--- src/rtl/brief_desc_packer.sv ---
// Queues BRIEF keypoint records and frame markers from the descriptor stage and
// serializes them onto a 32-bit valid/ready stream, with frame and drop counters.
module brief_desc_packer #(
  parameter int FIFO_DEPTH = 8,
  parameter int CNT_W      = 16
) (
  input  logic             i_clk,
  input  logic             i_rst_n,
  input  logic             i_pixel_valid,
  input  logic             i_flag,
  input  logic [9:0]       i_coor_x,
  input  logic [9:0]       i_coor_y,
  input  logic [7:0]       i_score,
  input  logic [255:0]     i_descriptor,
  input  logic             i_start,
  input  logic             i_end,
  output logic             o_valid,
  input  logic             i_ready,
  output logic [31:0]      o_data,
  output logic             o_last,
  output logic [CNT_W-1:0] o_drop_cnt,
  output logic             o_busy
);
  localparam int AW = $clog2(FIFO_DEPTH);
  localparam int EW = 286;
  localparam logic [1:0]  TAG_KP   = 2'b01;
  localparam logic [1:0]  TAG_SOF  = 2'b10;
  localparam logic [1:0]  TAG_EOF  = 2'b11;
  localparam logic [AW:0] FULL_LVL = (AW+1)'(FIFO_DEPTH);

  typedef enum logic [1:0] {S_IDLE = 2'd0, S_LOAD = 2'd1, S_SEND = 2'd2} state_t;

  // Entry layout: {tag[1:0], y[9:0], x[9:0], score[7:0], descriptor[255:0]}
  function automatic logic [31:0] word_of(input logic [EW-1:0] e, input logic [3:0] k);
    logic [7:0][31:0] desc;
    logic [31:0]      w;
    desc = e[255:0];
    w    = 32'h0000_0000;
    case (e[EW-1 -: 2])
      TAG_SOF: w = 32'h8000_0000;
      TAG_EOF: w = {2'b11, 14'b0, 16'(e[CNT_W-1:0])};
      TAG_KP: begin
        if (k == 4'd0) w = {2'b01, e[283:264], e[263:256], 2'b00};
        else           w = desc[3'(k - 4'd1)];
      end
      default: w = 32'h0000_0000;
    endcase
    return w;
  endfunction

  function automatic logic last_of(input logic [1:0] tag, input logic [3:0] k);
    return (tag == TAG_KP) ? (k == 4'd8) : 1'b1;
  endfunction

  logic [EW-1:0]    mem_q [FIFO_DEPTH];
  logic [AW-1:0]    wr_ptr_q, rd_ptr_q;
  logic [AW:0]      fill_q;
  logic             full_s, empty_s, push_s, pop_s;
  logic             kp_wr_s, eof_wr_s, sof_wr_s;
  logic [EW-1:0]    wr_entry_s, head_s;
  logic             pend_eof_q, pend_eof_d, pend_sof_q, pend_sof_d;
  logic [CNT_W-1:0] frame_cnt_q, frame_cnt_d, drop_cnt_q, drop_cnt_d;
  state_t           state_q;
  logic [EW-1:0]    hold_q;
  logic [3:0]       idx_q, nidx_s;
  logic [31:0]      data_q;
  logic             valid_q, last_q;

  assign full_s  = (fill_q == FULL_LVL);
  assign empty_s = (fill_q == {(AW+1){1'b0}});
  assign head_s  = mem_q[rd_ptr_q];
  assign pop_s   = (state_q != S_SEND) && !empty_s;
  assign push_s  = kp_wr_s | eof_wr_s | sof_wr_s;
  assign nidx_s  = idx_q + 4'd1;

  // Capture arbitration: older pending markers first, then keypoint, then fresh markers
  always_comb begin
    eof_wr_s    = 1'b0;
    sof_wr_s    = 1'b0;
    kp_wr_s     = 1'b0;
    wr_entry_s  = {EW{1'b0}};
    frame_cnt_d = frame_cnt_q;
    drop_cnt_d  = drop_cnt_q;
    if (i_pixel_valid && !full_s) begin
      if (pend_eof_q)      eof_wr_s = 1'b1;
      else if (pend_sof_q) sof_wr_s = 1'b1;
      else if (i_flag)     kp_wr_s  = 1'b1;
      else if (i_end)      eof_wr_s = 1'b1;
      else if (i_start)    sof_wr_s = 1'b1;
      else                 kp_wr_s  = 1'b0;
    end else begin
      kp_wr_s = 1'b0;
    end
    // A marker written straight from the input never becomes pending
    pend_eof_d = (pend_eof_q & ~eof_wr_s) | (i_pixel_valid & i_end & ~(eof_wr_s & ~pend_eof_q));
    pend_sof_d = (pend_sof_q & ~sof_wr_s) | (i_pixel_valid & i_start & ~(sof_wr_s & ~pend_sof_q));
    if (kp_wr_s) begin
      wr_entry_s = {TAG_KP, i_coor_y, i_coor_x, i_score, i_descriptor};
      if (frame_cnt_q != {CNT_W{1'b1}}) frame_cnt_d = frame_cnt_q + CNT_W'(1);
      else                              frame_cnt_d = frame_cnt_q;
    end else if (eof_wr_s) begin
      wr_entry_s[EW-1 -: 2]   = TAG_EOF;
      wr_entry_s[CNT_W-1:0]   = frame_cnt_q;
    end else if (sof_wr_s) begin
      wr_entry_s[EW-1 -: 2] = TAG_SOF;
      frame_cnt_d           = {CNT_W{1'b0}};
    end else begin
      wr_entry_s = {EW{1'b0}};
    end
    if (i_pixel_valid && i_flag && !kp_wr_s && (drop_cnt_q != {CNT_W{1'b1}}))
      drop_cnt_d = drop_cnt_q + CNT_W'(1);
    else
      drop_cnt_d = drop_cnt_q;
  end

  // FIFO pointers, occupancy, pending markers and counters
  always_ff @(posedge i_clk or negedge i_rst_n) begin
    if (!i_rst_n) begin
      wr_ptr_q    <= {AW{1'b0}};
      rd_ptr_q    <= {AW{1'b0}};
      fill_q      <= {(AW+1){1'b0}};
      pend_eof_q  <= 1'b0;
      pend_sof_q  <= 1'b0;
      frame_cnt_q <= {CNT_W{1'b0}};
      drop_cnt_q  <= {CNT_W{1'b0}};
    end else begin
      if (push_s) wr_ptr_q <= wr_ptr_q + AW'(1);
      if (pop_s)  rd_ptr_q <= rd_ptr_q + AW'(1);
      fill_q      <= fill_q + (AW+1)'(push_s) - (AW+1)'(pop_s);
      pend_eof_q  <= pend_eof_d;
      pend_sof_q  <= pend_sof_d;
      frame_cnt_q <= frame_cnt_d;
      drop_cnt_q  <= drop_cnt_d;
    end
  end

  // FIFO storage
  always_ff @(posedge i_clk) begin
    if (push_s) mem_q[wr_ptr_q] <= wr_entry_s;
  end

  // Output FSM; an idle engine loads directly so a fresh entry shows two cycles after capture
  always_ff @(posedge i_clk or negedge i_rst_n) begin
    if (!i_rst_n) begin
      state_q <= S_IDLE;
      hold_q  <= {EW{1'b0}};
      idx_q   <= 4'd0;
      data_q  <= 32'h0000_0000;
      valid_q <= 1'b0;
      last_q  <= 1'b0;
    end else begin
      case (state_q)
        S_IDLE, S_LOAD: begin
          if (!empty_s) begin
            hold_q  <= head_s;
            idx_q   <= 4'd0;
            data_q  <= word_of(head_s, 4'd0);
            last_q  <= last_of(head_s[EW-1 -: 2], 4'd0);
            valid_q <= 1'b1;
            state_q <= S_SEND;
          end else begin
            valid_q <= 1'b0;
            state_q <= S_IDLE;
          end
        end
        S_SEND: begin
          if (valid_q && i_ready) begin
            if (last_q) begin
              valid_q <= 1'b0;
              last_q  <= 1'b0;
              state_q <= empty_s ? S_IDLE : S_LOAD;
            end else begin
              idx_q  <= nidx_s;
              data_q <= word_of(hold_q, nidx_s);
              last_q <= last_of(hold_q[EW-1 -: 2], nidx_s);
            end
          end
        end
        default: begin
          valid_q <= 1'b0;
          state_q <= S_IDLE;
        end
      endcase
    end
  end

  assign o_valid    = valid_q;
  assign o_data     = data_q;
  assign o_last     = last_q;
  assign o_drop_cnt = drop_cnt_q;
  assign o_busy     = !empty_s | valid_q | pend_eof_q | pend_sof_q;

endmodule

--- config.mk ---
export PLATFORM = sky130hd
export DESIGN_NAME = brief_desc_packer
export DESIGN_NICKNAME = d
export VERILOG_FILES = /design/src/rtl/brief_desc_packer.sv
export SDC_FILE = /design/constraint.sdc
export NUM_CORES = 2
export LEC_CHECK = 0
export CORE_MARGIN = 10
export CORE_UTILIZATION = 54
export CTS_CLUSTER_DIAMETER = 60
export CTS_CLUSTER_SIZE = 28
export DETAILED_ROUTE_END_ITERATION = 12
export DONT_BUFFER_PORTS = 1
export PLACE_DENSITY = 0.69
export RECOVER_POWER = 100
export SETUP_SLACK_MARGIN = 0.02
export SYNTH_ARGS = -nofsm -noshare
export SYNTH_HDL_FRONTEND = slang
export SYNTH_SLANG_ARGS = --single-unit
--- constraint.sdc ---
create_clock -name i_clk -period 75.7 [get_ports i_clk]
set_input_delay 3.785 -clock i_clk [delete_from_list [all_inputs] [get_ports i_clk]]
set_output_delay 3.785 -clock i_clk [all_outputs]
set_load 0.03 [all_outputs]
==> impl_metrics.json <==
{
  "fin_setup_tns_ns": 0,
  "drive_gt1_frac": 0.1797,
  "overflow": 0,
  "clk_root_buffer_cell": "clkbuf_16",
  "syn_nets": 5498,
  "async_flop_share": 0.1392,
  "synth_edf_count": 2288,
  "dieArea_um2": 210100,
  "holdPathStages": 2,
  "timing.final.ws_setup_ns": 56.63,
  "area_growth_pct": 7.706,
  "drv_cap": 58,
  "yosysSeqAreaShare": 0.7514,
  "fmax_mhz": 52.44,
  "yosysUniqueCellTypes": 51,
  "die_h_um": 458.3,
  "grt_pass1_wl_um": 351800,
  "crit_arrival_ns": 19.30,
  "place_ws_ns": 66.79,
  "cts-htree-levels": 4,
  "crit_required_ns": 75.93,
  "hold_path_class": "register to register",
  "post_cts_buffers": 0,
  "num_vias": 49210,
  "cts_buffers": 158,
  "whs_ns": 0.4813,
  "wl_per_cell_um": 31.41,
  "synth_top_area_cell": "edfxtp_1",
  "synth_top_area_frac": 0.6622,
  "first_pass_iters": 6,
  "ys_ff_latch": 2658,
  "p_per_area_nw_per_um2": 39.92,
  "slew_headroom": -5.200,
  "stdcell_area_um2": 111700,
  "routabilityCongestion": 0.7831,
  "via_per_inst": 6.313,
  "dp_hpwl_um": 146700,
  "min_to": "hold_q[168]$_DFFE_PN0P_",
  "rows": 160,
  "clockBufferDepth": 3,
  "cp-end-kind": "register",
  "period_needed_ns": 19.07,
  "yosys_warnings": 0,
  "cts_resized": 0,
  "clock_sinks": 2658,
  "reg2reg_from": "fill_q[2]$_DFF_PN0_",
  "clkTransAtPathRegs_ns": 0.09,
  "final-max-slew-violation-count": 3454,
  "dpl_cell_area_um2": 106400,
  "rsz0062_at_grt": "false",
  "antenna_found_initial": 149,
  "grt_max_degree": 371,
  "synth_cells": 5195,
  "path_class": "input port to register",
  "ios": 342,
  "final_util": 0.5864,
  "hold_start": "hold_q[168]$_DFFE_PN0P_",
  "grt_pass1_vias": 47877,
  "initial_core_util": 0.5444,
  "rr_endpoint": "mem_q[0][40]$_DFFE_PP_",
  "n_fill_cell": 13703,
  "setup_viol": 0,
  "hold_viol": 0,
  "synth_ff_type": "edfxtp_1",
  "postCtsHoldBufs": 0,
  "startpoint_type": "input port",
  "cts_tree": "yes",
  "irDropWorstVdd_uv": 34.21,
  "insertion_delay_ns": 0.88,
  "die_w_um": 458.3,
  "antenna_left": 0,
  "outcome": "finished, violations left",
  "leakage_nw": 37.97,
  "dp.cells": 7472,
  "grt.total_usage": 0.2302,
  "nets": 5424,
  "io_buffers": 0,
  "final_cell_count_no_fill": 7795,
  "period_share": 0.2519,
  "worstPathMaxFanout": 107,
  "drc": 0,
  "synth_area_leaders": "edfxtp_1 66%, mux4_2 14%, dfrtp_1 8.9%",
  "worstMarginPinSlew_ns": 9.300,
  "power_mw": 4.460,
  "skew_ns": 0.04834,
  "core_area_um2": 190600,
  "violations": "capacitance limit, slew limit",
  "netlist_area_um2": 103800,
  "rr_worst_depth": 10,
  "rrSetupSlack_ns": 58.84,
  "first_iter_violations": 5632,
  "wirelength_um": 244800,
  "syn_area_per_cell_um2": 19.97
}
Yosys cell counts, types with 2 or more instances:
library cell,number
a31oi_1,7
o22a_1,2
o21a_1,5
clkbuf_1,128
a21o_1,4
inv_1,15
nor3b_1,6
mux2i_1,335
and3b_1,2
mux4_2,632
and4_1,3
buf_2,156
or3_1,2
a22o_1,16
edfxtp_1,2288
mux2_2,8
buf_4,9
o31ai_1,3
a21oi_1,13
nor3_1,11
nand4_1,15
nand2b_1,10
nor2_1,33
nor4_1,9
o211ai_1,39
nand3_1,22
xor2_1,5
dfrtp_1,370
nand3b_1,8
a22oi_1,15
xnor2_1,28
buf_1,17
nor2b_1,7
nand2_1,373
nand4b_1,2
nor4b_1,2
and3_1,5
ha_1,11
and2_1,274
o21ai_0,294
worst max-delay path by stage:
| stage | end | start | slack [ns] | depth (start not counted) |
|---|---|---|---|---|
| after floorplan | mem_q[2][0]$_DFFE_PP_ | i_flag | 40.42 | 6 |
| after global placement | mem_q[4][180]$_DFFE_PP_ | i_flag | 66.82 | 9 |
| after detailed placement | mem_q[4][180]$_DFFE_PP_ | i_flag | 66.79 | 9 |
| after CTS | mem_q[4][240]$_DFFE_PP_ | i_flag | 67.71 | 9 |
| after global routing | mem_q[0][40]$_DFFE_PP_ | i_flag | 55.46 | 8 |
| final | mem_q[0][40]$_DFFE_PP_ | i_flag | 56.63 | 8 |
cell type report:
cell class | instances | area [um2] | area share
repair buffers | 77 | 417.9 | 0.003740
clock inverters | 123 | 1690 | 0.01513
inverters | 15 | 56.30 | 0.0005038
diodes | 26 | 65.06 | 0.0005822
multi-input cells | 2211 | 24350 | 0.2179
flip-flops and latches | 2658 | 77970 | 0.6978
clock buffers | 174 | 4055 | 0.03629
well taps | 2511 | 3142 | 0.02811
state kept, by name, indices dropped and copies added, names as in the netlist:
| name | cells |
|---|---|
| o_last | 1 |
| hold_q | 286 |
| pend_sof_q | 1 |
| fill_q | 4 |
| idx_q | 4 |
| wr_ptr_q | 3 |
| o_valid | 1 |
| o_drop_cnt | 16 |
| mem_q | 2288 |
| o_data | 32 |
| rd_ptr_q | 3 |
| pend_eof_q | 1 |
| state_q | 2 |
| frame_cnt_q | 16 |
report_power, final:
group          leakage [nW]  switching (mW)  internal, mW
sequential             26.6           0.147          1.92
combinational          8.60           0.827         0.584
clock                  2.76           0.537         0.447
total                  38.0            1.51          2.95
layer usage:
| layer | GRT usage | vias up | part of all wire |
|---|---|---|---|
| li1 | - | 20663 | - |
| met2 | 0.3613 | 1871 | 0.48 |
| met1 | 0.3401 | 26180 | 0.42 |
| met4 | 0.04726 | 54 | 0.024 |
| met5 | 0 | - | 0.0014 |
| met3 | 0.04578 | 442 | 0.078 |
worst max-delay path, stage by stage:
cell and delay, ns:
nor3b_1 0.25, o2111a_1 0.64, or3_1 0.36, inv_1 0.15, nor4_1 0.26, clkbuf_1 2.23
clkbuf_1 5.47, clkbuf_1 5.83
cell usage in the layout, fill, tap and decap left out, types with 8 or more instances in the layout:
cell	count
inv_6	21
nand3_1	22
nand3b_1	8
xnor2_1	28
inv_16	11
o211ai_1	39
mux2i_1	335
buf_4	17
o21ai_0	294
a22o_1	16
inv_12	13
clkinv_8	26
inv_1	15
nor4_1	9
diode_2	26
a21oi_1	13
clkbuf_16	159
nor2_1	32
mux2_2	8
clkbuf_1	69
mux4_2	632
dfrtp_1	367
nand4_1	15
nand2_1	373
and2_0	269
a22oi_1	15
ha_1	10
nor3_1	11
nand2b_1	10
inv_8	22
edfxtp_1	2288
cells by family (layout without fill, tap and decap cells):
logic type,after synthesis,in the layout,synth area share
other,0,26,0
AOI/OAI and AO/OA,404,404,0.02204
DFF,2658,2658,0.7514
adders and majority gates,12,12,0.001519
and+or+nand+nor,786,786,0.03761
xor gates and xnor gates,33,33,0.002786
muxes,976,976,0.1705
buffers and inverters,326,389,0.01407
(Power assumes the default switching activity.)
